**src/rtl/vga_timing_ctrl.sv**
```systemverilog
// vga_timing_ctrl
// Raster timing generator for an ADV7123-style VGA DAC. Horizontal and
// vertical counters walk the full raster. A combinational counter stage
// issues pixel requests with active-area coordinates. Sync, vsync and
// active flags are delayed so that pixel data returned by a fixed-latency
// source lines up with the syncs on the DAC pins.
//
// Pixel-source contract: the colour for a request issued in enabled tick t
// must be present on i_r/i_g/i_b at the PIX_LAT-th enabled edge counted
// from (and including) the edge that closes tick t. The colour is then
// driven on VGA_R/G/B during enabled tick t+PIX_LAT.
module vga_timing_ctrl #(
    parameter int H_SYNC   = 96,
    parameter int H_BACK   = 48,
    parameter int H_ACTIVE = 640,
    parameter int H_FRONT  = 16,
    parameter int V_SYNC   = 2,
    parameter int V_BACK   = 33,
    parameter int V_ACTIVE = 480,
    parameter int V_FRONT  = 10,
    parameter int HS_POL   = 0,
    parameter int VS_POL   = 0,
    parameter int PIX_LAT  = 2,
    parameter int COLOR_W  = 8
) (
    input  logic                        i_clk,
    input  logic                        i_rst_n,
    input  logic                        i_en,
    output logic                        o_req,
    output logic [$clog2(H_ACTIVE)-1:0] o_x,
    output logic [$clog2(V_ACTIVE)-1:0] o_y,
    output logic                        o_line_start,
    output logic                        o_frame_start,
    input  logic [COLOR_W-1:0]          i_r,
    input  logic [COLOR_W-1:0]          i_g,
    input  logic [COLOR_W-1:0]          i_b,
    output logic [COLOR_W-1:0]          VGA_R,
    output logic [COLOR_W-1:0]          VGA_G,
    output logic [COLOR_W-1:0]          VGA_B,
    output logic                        VGA_HS,
    output logic                        VGA_VS,
    output logic                        VGA_BLANK_N,
    output logic                        VGA_SYNC_N
);

    // ------------------------------------------------------------------
    // Derived geometry
    // ------------------------------------------------------------------
    localparam int H_TOTAL   = H_SYNC + H_BACK + H_ACTIVE + H_FRONT;
    localparam int V_TOTAL   = V_SYNC + V_BACK + V_ACTIVE + V_FRONT;
    localparam int MAX_TOTAL = (H_TOTAL > V_TOTAL) ? H_TOTAL : V_TOTAL;
    localparam int CW        = $clog2(MAX_TOTAL);
    localparam int CW1       = CW + 1;
    localparam int XW        = $clog2(H_ACTIVE);
    localparam int YW        = $clog2(V_ACTIVE);
    localparam int PD        = PIX_LAT - 1;

    // Last count of each axis before wrapping.
    localparam logic [CW-1:0] H_LAST = CW'(H_TOTAL - 1);
    localparam logic [CW-1:0] V_LAST = CW'(V_TOTAL - 1);

    // First active count of each axis, used for coordinate offsets.
    localparam logic [CW-1:0] H_ACT_START = CW'(H_SYNC + H_BACK);
    localparam logic [CW-1:0] V_ACT_START = CW'(V_SYNC + V_BACK);

    // Phase boundaries (exclusive ends), one bit wider than the counters
    // so an end equal to 2**CW still compares correctly.
    localparam logic [CW1-1:0] H_SYNC_END = CW1'(H_SYNC);
    localparam logic [CW1-1:0] H_BACK_END = CW1'(H_SYNC + H_BACK);
    localparam logic [CW1-1:0] H_ACT_END  = CW1'(H_SYNC + H_BACK + H_ACTIVE);
    localparam logic [CW1-1:0] V_SYNC_END = CW1'(V_SYNC);
    localparam logic [CW1-1:0] V_BACK_END = CW1'(V_SYNC + V_BACK);
    localparam logic [CW1-1:0] V_ACT_END  = CW1'(V_SYNC + V_BACK + V_ACTIVE);

    // Asserted level of each sync pin.
    localparam logic HS_ON = (HS_POL != 0) ? 1'b1 : 1'b0;
    localparam logic VS_ON = (VS_POL != 0) ? 1'b1 : 1'b0;

    // The fetch pipeline depth is only defined for 1..4 ticks.
    generate
        if ((PIX_LAT < 1) || (PIX_LAT > 4)) begin : g_bad_pix_lat
            $error("vga_timing_ctrl: PIX_LAT must be in the range 1..4");
        end
    endgenerate

    // ------------------------------------------------------------------
    // Phase decode
    // ------------------------------------------------------------------
    typedef enum logic [1:0] {
        PH_SYNC   = 2'd0,
        PH_BACK   = 2'd1,
        PH_ACTIVE = 2'd2,
        PH_FRONT  = 2'd3
    } phase_e;

    // Map a counter value onto its raster phase (SYNC, BACK, ACTIVE, FRONT).
    function automatic phase_e phase_of(
        input logic [CW-1:0]  cnt,
        input logic [CW1-1:0] sync_end,
        input logic [CW1-1:0] back_end,
        input logic [CW1-1:0] act_end
    );
        logic [CW1-1:0] cnt_ext;
        phase_e         ph;
        cnt_ext = {1'b0, cnt};
        if (cnt_ext < sync_end) begin
            ph = PH_SYNC;
        end else if (cnt_ext < back_end) begin
            ph = PH_BACK;
        end else if (cnt_ext < act_end) begin
            ph = PH_ACTIVE;
        end else begin
            ph = PH_FRONT;
        end
        return ph;
    endfunction

    // ------------------------------------------------------------------
    // Raster counters
    // ------------------------------------------------------------------
    logic [CW-1:0] h_cnt_q;
    logic [CW-1:0] h_cnt_d;
    logic [CW-1:0] v_cnt_q;
    logic [CW-1:0] v_cnt_d;

    // Next-state for the counters: h advances per tick, v on h wrap.
    always_comb begin
        h_cnt_d = h_cnt_q;
        v_cnt_d = v_cnt_q;
        if (i_en) begin
            if (h_cnt_q == H_LAST) begin
                h_cnt_d = {CW{1'b0}};
                if (v_cnt_q == V_LAST) begin
                    v_cnt_d = {CW{1'b0}};
                end else begin
                    v_cnt_d = v_cnt_q + CW'(1'b1);
                end
            end else begin
                h_cnt_d = h_cnt_q + CW'(1'b1);
            end
        end else begin
            h_cnt_d = h_cnt_q;
            v_cnt_d = v_cnt_q;
        end
    end

    // Counter registers; reset puts the raster at the top-left of sync.
    always_ff @(posedge i_clk or negedge i_rst_n) begin
        if (!i_rst_n) begin
            h_cnt_q <= {CW{1'b0}};
            v_cnt_q <= {CW{1'b0}};
        end else begin
            h_cnt_q <= h_cnt_d;
            v_cnt_q <= v_cnt_d;
        end
    end

    // ------------------------------------------------------------------
    // Counter stage (stage 0)
    // ------------------------------------------------------------------
    phase_e     h_phase_s;
    phase_e     v_phase_s;
    logic       active_s;
    logic       hsync_s;
    logic       vsync_s;
    logic [2:0] stage0_s;
    logic [2:0] last_s;

    // Decode phases, request strobe, coordinates and start pulses.
    always_comb begin
        h_phase_s     = phase_of(h_cnt_q, H_SYNC_END, H_BACK_END, H_ACT_END);
        v_phase_s     = phase_of(v_cnt_q, V_SYNC_END, V_BACK_END, V_ACT_END);
        active_s      = (h_phase_s == PH_ACTIVE) && (v_phase_s == PH_ACTIVE);
        hsync_s       = (h_phase_s == PH_SYNC);
        vsync_s       = (v_phase_s == PH_SYNC);
        o_req         = i_en && active_s;
        o_line_start  = i_en && (h_cnt_q == {CW{1'b0}});
        o_frame_start = i_en && (h_cnt_q == {CW{1'b0}}) && (v_cnt_q == {CW{1'b0}});
        // Subtract at counter width, then truncate; outside the active
        // window the coordinates are forced to zero.
        if (active_s) begin
            o_x = XW'(h_cnt_q - H_ACT_START);
            o_y = YW'(v_cnt_q - V_ACT_START);
        end else begin
            o_x = {XW{1'b0}};
            o_y = {YW{1'b0}};
        end
    end

    // Flags carried down the display pipeline: {hsync, vsync, active}.
    assign stage0_s = {hsync_s, vsync_s, active_s};

    // ------------------------------------------------------------------
    // Display pipeline: PIX_LAT-1 delay stages, then the output registers
    // ------------------------------------------------------------------
    generate
        if (PD == 0) begin : g_no_delay
            assign last_s = stage0_s;
        end else begin : g_delay
            logic [2:0] dly_q [PD];

            // Shift the sync/active flags one stage per enabled tick.
            always_ff @(posedge i_clk or negedge i_rst_n) begin
                if (!i_rst_n) begin
                    for (int k = 0; k < PD; k++) begin
                        dly_q[k] <= 3'b000;
                    end
                end else if (i_en) begin
                    dly_q[0] <= stage0_s;
                    for (int k = 1; k < PD; k++) begin
                        dly_q[k] <= dly_q[k-1];
                    end
                end
            end

            assign last_s = dly_q[PD-1];
        end
    endgenerate

    logic [COLOR_W-1:0] vga_r_q;
    logic [COLOR_W-1:0] vga_g_q;
    logic [COLOR_W-1:0] vga_b_q;
    logic               vga_hs_q;
    logic               vga_vs_q;
    logic               vga_blank_n_q;

    // Final stage: capture colour when the aligned pixel is visible and
    // drive the syncs at their configured polarity.
    always_ff @(posedge i_clk or negedge i_rst_n) begin
        if (!i_rst_n) begin
            vga_r_q       <= {COLOR_W{1'b0}};
            vga_g_q       <= {COLOR_W{1'b0}};
            vga_b_q       <= {COLOR_W{1'b0}};
            vga_hs_q      <= ~HS_ON;
            vga_vs_q      <= ~VS_ON;
            vga_blank_n_q <= 1'b0;
        end else if (i_en) begin
            vga_hs_q      <= last_s[2] ? HS_ON : ~HS_ON;
            vga_vs_q      <= last_s[1] ? VS_ON : ~VS_ON;
            vga_blank_n_q <= last_s[0];
            if (last_s[0]) begin
                vga_r_q <= i_r;
                vga_g_q <= i_g;
                vga_b_q <= i_b;
            end else begin
                vga_r_q <= {COLOR_W{1'b0}};
                vga_g_q <= {COLOR_W{1'b0}};
                vga_b_q <= {COLOR_W{1'b0}};
            end
        end
    end

    assign VGA_R       = vga_r_q;
    assign VGA_G       = vga_g_q;
    assign VGA_B       = vga_b_q;
    assign VGA_HS      = vga_hs_q;
    assign VGA_VS      = vga_vs_q;
    assign VGA_BLANK_N = vga_blank_n_q;
    assign VGA_SYNC_N  = 1'b0;

endmodule

```
**config.mk**
```make
export PLATFORM = sky130hd
export DESIGN_NAME = vga_timing_ctrl
export DESIGN_NICKNAME = d
export VERILOG_FILES = /design/src/rtl/vga_timing_ctrl.sv
export SDC_FILE = /design/constraint.sdc
export NUM_CORES = 1
export LEC_CHECK = 0
export ABC_CLOCK_PERIOD_IN_PS = 4750
export CORE_ASPECT_RATIO = 0.8
export CORE_MARGIN = 3
export CORE_UTILIZATION = 41
export DETAILED_ROUTE_END_ITERATION = 8
export PLACE_DENSITY_LB_ADDON = 0.1
export SLEW_MARGIN = 20
export SYNTH_ARGS = -nofsm -noshare
export SYNTH_HDL_FRONTEND = slang
export SYNTH_SLANG_ARGS = --single-unit
```
**constraint.sdc**
```tcl
create_clock -name i_clk -period 4.75 [get_ports i_clk]
set_input_delay 0.95 -clock i_clk [delete_from_list [all_inputs] [get_ports i_clk]]
set_output_delay 0.95 -clock i_clk [all_outputs]
set_load 0.02 [all_outputs]
```
Yosys cells after proc, flatten, opt, wreduce, memory -nomap -nowiden
Index checks and enable logic that the tools add are counted.

storage, ports and cells
  bits in registers = 50
  bits in latches = 0
  RAM bits = 0
  memory bits (read-only) = 0
  bits of input ports = 27
  output and inout port bits = 50
  word-level logic and storage cells = 47
  memories kept = 0

operators by class
  $add $sub $neg = 4
  multiply operators = 0
  div/mod/pow operators = 0
  order comparisons = 6
  equality and inequality tests = 4
  shift-type cells = 0
  muxes and demuxes = 15
  bitwise logic cells = 0
  reduce and logical (&&, ||, !) cells = 9

operator list
  kind                   number
  $mux 10                3
  $mux 8                 3
  $add 10x1->10 const B  2
  $eq 10x10->1 const B   2
  $logic_not 10->1       2
  $lt 10x10->1 const B   2
  $lt 10x2->1 const B    1
  $lt 10x6->1 const B    1
  $lt 10x7->1 const B    1
  $lt 10x8->1 const B    1
  $sub 10x8->10 const B  1
  $mux 9                 1
  $sub 9x6->9 const B    1
  $mux 2                 4
  $eq 2x2->1 const B     2
  $logic_and 1x1->1      4
  $logic_not 2->1        2
  $mux 1                 4
  $reduce_and 2->1       1

Depth between registers and ports, before layout
  depth after elaboration = 7
  mapped depth = 9
  gate-level depth less buffers = 6

Worst setup path after synthesis
OpenSTA, ideal clock, no wires.

  kind = input-to-output
  from = input port i_en
  to = output port o_frame_start
  arrival = 2.594 ns
  data required time = 3.800 ns
  setup slack = 1.206 ns
  stages on the path = 4
  path buffers = 0
  path through = inv_1 > or4_1 > nor4b_1 > and3_1

between the ends
  longest elaborated chain between the ends = 2

ends and longest elaborated chain
  what               RTL line  source
  from (decl)        28        input logic i_en,
  $logic_and 1x1->1  --
  net o_line_start   32        output logic o_line_start,
  $logic_and 1x1->1  178       o_frame_start = i_en && (h_cnt_q == {CW{1'b0}}) && (v_cnt_q == {CW{1'b0}});
  to (decl)          33        output logic o_frame_start,

The timed path passes the listed nets, and every way through them passes these cells.

Worst setup path after layout
  from = register v_cnt_q[6]
  to = output port o_x[7]

between the ends
  longest elaborated chain between the ends = 7
  elaborated cells on any way between the ends = 9

ends and longest elaborated chain
  what                    RTL line  source
  from (decl)             123       logic [CW-1:0] v_cnt_q;
  from (signal assigned)  151       v_cnt_q <= {CW{1'b0}};
  from (signal assigned)  154       v_cnt_q <= v_cnt_d;
  $lt 10x10->1            110       end else if (cnt_ext < act_end) begin
  $mux 1                  110
  $mux 2                  108       end else if (cnt_ext < back_end) begin
  $mux 2 *                106       if (cnt_ext < sync_end) begin
  $eq 2x2->1 *            173       active_s = (h_phase_s == PH_ACTIVE) && (v_phase_s == PH_ACTIVE);
  $logic_and 1x1->1 *     173
  $mux 10 *               181       if (active_s) begin
  to (decl)               30        output logic [$clog2(H_ACTIVE)-1:0] o_x,

Every way passes the cells marked *; elsewhere a longest branch is shown, timed or not.

==> impl_results.html <==
<table>
<tr><th>Metric</th><th>Value</th></tr>
<tr><th colspan="2">Worst setup path</th></tr>
<tr><td>Data required time of the critical path</td><td>3.80 ns</td></tr>
<tr><td>Crit-path most repeated cell</td><td>sky130_fd_sc_hd__or4_4</td></tr>
<tr><td>Origin of the worst setup path</td><td>v_cnt_q[6]</td></tr>
<tr><td>Cell-by-cell trace of the critical path</td><td>or4_4 &gt; or4_4 &gt; a211o_1 &gt; nor3_2 &gt; clkdlybuf4s50_1</td></tr>
<tr><td>Crit-path max cell delay</td><td>0.62 ns</td></tr>
<tr><td>Maximum fanout encountered on the critical timing path</td><td>19</td></tr>
<tr><td>Kind of end point of the critical path</td><td>primary output</td></tr>
<tr><td>Crit-path slowest cell</td><td>sky130_fd_sc_hd__clkdlybuf4s50_1</td></tr>
<tr><td>CP Data Arrival Time</td><td>3.20 ns</td></tr>
<tr><td>Register-to-register setup slack</td><td>2.28 ns</td></tr>
<tr><td>Critical path class</td><td>flop to primary output</td></tr>
<tr><td>Worst setup SP type</td><td>flop</td></tr>
<tr><td>Reg-to-Reg Start</td><td>v_cnt_q[0]</td></tr>
<tr><th colspan="2">STA</th></tr>
<tr><td>Max Freq</td><td>241.2 MHz</td></tr>
<tr><td>Worst-case hold slack</td><td>0.4222 ns</td></tr>
<tr><td>Fin. max-slew vios</td><td>0</td></tr>
<tr><td>Slew at the pin closest to its max-slew limit</td><td>0.8249 ns</td></tr>
<tr><td>Setup repair after global routing missed its margin</td><td>no</td></tr>
<tr><td>Final setup violation count</td><td>0</td></tr>
<tr><td>Final total negative setup slack</td><td>0 ns</td></tr>
<tr><td>Share of the clock period used by the worst path after layout</td><td>87.29%</td></tr>
<tr><td>Shortest period the worst path allows</td><td>4.146 ns</td></tr>
<tr><td>Max Clock Skew</td><td>0.006787 ns</td></tr>
<tr><td>Number of hold violations in the final report</td><td>0</td></tr>
<tr><td>Max-Slew Margin vs Limit</td><td>45.00%</td></tr>
<tr><th colspan="2">Cells and area</th></tr>
<tr><td>Antenna Cells</td><td>0</td></tr>
<tr><td>Final Instance Count excl. Fillers</td><td>453</td></tr>
<tr><td>Layout cell share with drive strength beyond 1</td><td>6.452%</td></tr>
<tr><td>Area growth from synthesis to layout</td><td>31.34%</td></tr>
<tr><td>Net count, final</td><td>405</td></tr>
<tr><td>Final standard cell area without fillers</td><td>3566 sq um</td></tr>
<tr><th colspan="2">Logic synthesis</th></tr>
<tr><td>Leading area contributor after synthesis</td><td>sky130_fd_sc_hd__dfrtp_1</td></tr>
<tr><td>Area share of the largest cell type after synthesis</td><td>44.24%</td></tr>
<tr><td>Mapped Nets</td><td>344</td></tr>
<tr><td>Gate Count Post-Synth</td><td>310</td></tr>
<tr><td>Number of warnings issued by yosys</td><td>0</td></tr>
<tr><td>Total of flip-flops plus latches after synthesis</td><td>50</td></tr>
<tr><td>Fraction of the yosys area taken by sequential cells</td><td>46.18%</td></tr>
<tr><td>Netlist area before placement</td><td>2715 sq um</td></tr>
<tr><td>Post-synthesis area per instance</td><td>8.758 sq um</td></tr>
<tr><td>Number of unique standard cell types used by synthesis</td><td>46</td></tr>
<tr><td>Cell types with the largest area share after synthesis</td><td>sky130_fd_sc_hd__dfrtp_1 44%, sky130_fd_sc_hd__o21ai_0 6.5%, sky130_fd_sc_hd__nand3_1 5.5%</td></tr>
<tr><th colspan="2">Clock tree</th></tr>
<tr><td>Post-cts repair resize count</td><td>0</td></tr>
<tr><td>Clock-pin slew reported for the worst setup and hold paths after clock tree synthesis</td><td>0.09 ns</td></tr>
<tr><td>H-tree lvl count</td><td>2</td></tr>
<tr><td>Clk Latency, worst-skew pair</td><td>0.29 ns</td></tr>
<tr><td>CTS tree</td><td>yes</td></tr>
<tr><td>Root Driver</td><td>sky130_fd_sc_hd__clkbuf_8</td></tr>
<tr><td>Count of hold-fix buffers inserted at cts</td><td>0</td></tr>
<tr><td>Number of buffers created by CTS</td><td>5</td></tr>
<tr><td>Count of buffers added by post-CTS timing repair for setup</td><td>0</td></tr>
<tr><td>Maximum clock insertion buffer count</td><td>2</td></tr>
<tr><td>TritonCTS sink count</td><td>50</td></tr>
<tr><th colspan="2">Placed design</th></tr>
<tr><td>Placed Area</td><td>3456 sq um</td></tr>
<tr><td>Hpwl dp</td><td>4.358 mm</td></tr>
<tr><td>Global placer's final weighted congestion</td><td>0.8232</td></tr>
<tr><td>Port Buffers</td><td>75</td></tr>
<tr><td>Inst Count DP</td><td>445</td></tr>
<tr><th colspan="2">Floorplanning</th></tr>
<tr><td>Number of top-level design ports</td><td>77</td></tr>
<tr><td>Horizontal die dimension</td><td>96.98 um</td></tr>
<tr><td>Initial core utilization</td><td>44.06%</td></tr>
<tr><td>Cell row count</td><td>25</td></tr>
<tr><td>Overall die area</td><td>7641 sq um</td></tr>
<tr><td>Area of the core</td><td>6162 sq um</td></tr>
<tr><td>Die extent in y</td><td>78.79 um</td></tr>
<tr><th colspan="2">Worst hold path</th></tr>
<tr><td>Type of the tightest min-delay check</td><td>flop to flop</td></tr>
<tr><td>Hold wc startpoint</td><td>g_delay.dly_q[2]</td></tr>
<tr><th colspan="2">Power</th></tr>
<tr><td>Power Total</td><td>974.4 uW</td></tr>
<tr><td>Leakage power total</td><td>0.001496 uW</td></tr>
<tr><td>Power density relative to cell area</td><td>273.3 nW/um^2</td></tr>
<tr><td>Peak supply drop</td><td>0.2198 mV</td></tr>
<tr><th colspan="2">Routing</th></tr>
<tr><td>Post-detailed-route wirelength per cell</td><td>13.52 um</td></tr>
<tr><td>Number of vias per cell after detailed routing</td><td>5.042</td></tr>
<tr><td>Total wire length</td><td>6.125 mm</td></tr>
<tr><td>Detailed Routing Iterations Pass 1</td><td>4</td></tr>
<tr><td>Drt initial violations</td><td>89</td></tr>
<tr><td>DRC violation count after routing</td><td>0</td></tr>
<tr><td>Vias</td><td>2284</td></tr>
<tr><td>Antenna Violating Nets Remaining</td><td>0</td></tr>
<tr><th colspan="2">GRT</th></tr>
<tr><td>Most Used Layer, Global Route</td><td>met2</td></tr>
<tr><td>Maximum number of pins on one net before global-route repair</td><td>60</td></tr>
<tr><td>Wire length of the first global-routing pass</td><td>10.67 mm</td></tr>
<tr><td>Grt met3 use</td><td>4.126%</td></tr>
<tr><td>Via count of the first global-routing pass</td><td>2154</td></tr>
<tr><td>Overall fraction of global-route tracks in use</td><td>16.99%</td></tr>
<tr><td>M1 GR Usage</td><td>25.22%</td></tr>
<tr><td>Remaining global-route overflow</td><td>0</td></tr>
<tr><td>Antenna violations before repair</td><td>0</td></tr>
<tr><td>Met2 usage in global routing</td><td>25.90%</td></tr>
<tr><th colspan="2">Run status</th></tr>
<tr><td>Run status</td><td>complete, no violations</td></tr>
<tr><th colspan="2">Job</th></tr>
<tr><td>Number of violations of the max-capacitance limit</td><td>0</td></tr>
</table>
[cell families (layout without fill, tap and decap cells)]
kind of cell	after synthesis	in the layout	synth area share, %
xor+xnor	16	16	5.161
compound gates	58	58	12.72
buf+inv	59	121	9.263
mux	3	3	1.244
simple gates	116	116	22.07
fa+ha+maj	7	7	3.226
other cells	1	1	0.1381
flops	50	50	46.18
[power breakdown]
group	switching, uW	total, uW	internal (uW)	leakage (uW)
Clock	140	297	157	0.0000514
Combinational	88.8	171	82.3	0.000779
Sequential	48.6	506	458	0.000667
Total	277	974	697	0.00150
[path summary, 6_finish.rpt]
| path | cells past startpoint | to |
|---|---|---|
| worst max-delay path | 5 | o_x[7] |
| worst min-delay path | 1 | VGA_HS |
| worst max register to register | 5 | g_delay.dly_q[0] |
| worst min register to register | 1 | VGA_HS |
| max in group asynchronous | 2 | h_cnt_q[2] |
| min in group asynchronous | 2 | v_cnt_q[6] |
[sequential cells by signal (all words and copies together) (netlist names)]
signal         count
VGA_R              8
VGA_HS             1
h_cnt_q           10
VGA_BLANK_N        1
VGA_G              8
VGA_B              8
VGA_VS             1
g_delay.dly_q      3
v_cnt_q           10
[through the flow]
stage | setup WS, ns | util [%]
floorplan | 1.206 | -
global placement | 0.9063 | 56.08
detailed placement | 0.9039 | 56.08
CTS | 0.5650 | 57.87
global route | 0.4222 | 57.87
finish | 0.6039 | 57.87
[cells in the final DEF (no fill, tap or decap), types with 3 or more instances in the layout]
cell,synthesis,layout
sky130_fd_sc_hd__a21o_1,4,4
sky130_fd_sc_hd__a21oi_1,6,6
sky130_fd_sc_hd__and3_1,5,5
sky130_fd_sc_hd__clkbuf_8,0,5
sky130_fd_sc_hd__clkdlybuf4s50_1,0,73
sky130_fd_sc_hd__dfrtp_1,48,48
sky130_fd_sc_hd__ha_1,7,7
sky130_fd_sc_hd__inv_1,36,36
sky130_fd_sc_hd__mux2_2,3,3
sky130_fd_sc_hd__nand2_1,19,19
sky130_fd_sc_hd__nand3_1,30,30
sky130_fd_sc_hd__nand4_1,4,4
sky130_fd_sc_hd__nor2_1,26,26
sky130_fd_sc_hd__nor3_1,9,9
sky130_fd_sc_hd__nor4_1,3,3
sky130_fd_sc_hd__o21ai_0,35,35
sky130_fd_sc_hd__or3_1,3,3
sky130_fd_sc_hd__xnor2_1,12,12
sky130_fd_sc_hd__xor2_1,4,4
[worst max-delay path, delay by kind of cell, from the launching register on]
family          cells  cell delay [ns]
compound gates      1             0.53
buf+inv             1             0.62
flops               1             0.47
simple gates        3             1.28
[Yosys cell counts, drive strengths merged]
library cell / number
nand4b: 1
a2111o: 1
nor4b: 2
mux2: 3
dfrtp: 48
or3b: 1
a22o: 2
nor2b: 2
o41ai: 1
conb: 1
nor3: 10
a211o: 1
o21a: 1
and4: 1
a41oi: 1
dfstp: 2
a2111oi: 1
or3: 3
a21o: 4
nor2: 26
a21oi: 6
and3: 5
buf: 7
and4bb: 1
inv: 36
nand2b: 2
nand4: 4
ha: 7
a31oi: 1
or4: 4
a211oi: 2
nand3: 30
clkbuf: 16
or2: 2
nor4: 3
a31o: 1
o21ai: 35
o31a: 1
nand2: 19
xnor2: 12
xor2: 4
[cell type report]
| class | count | area [sq um] |
|---|---|---|
| tap | 81 | 101.3 |
| multi-input combinational | 201 | 1210 |
| inverter | 36 | 135.1 |
| timing repair buffer | 77 | 755.7 |
| clock inverter | 2 | 37.54 |
| sequential | 50 | 1254 |
| clock buffer | 6 | 72.57 |
| fill | 582 | 2596 |
[routing by layer]
metal / share of wire (%) / vias to the layer above
met5: 0 / -
met4: 0.31 / 0
met3: 4.1 / 2
met2: 46 / 45
met1: 49 / 1076
li1: - / 1161
Note: power is estimated with default switching activity, not from simulation.
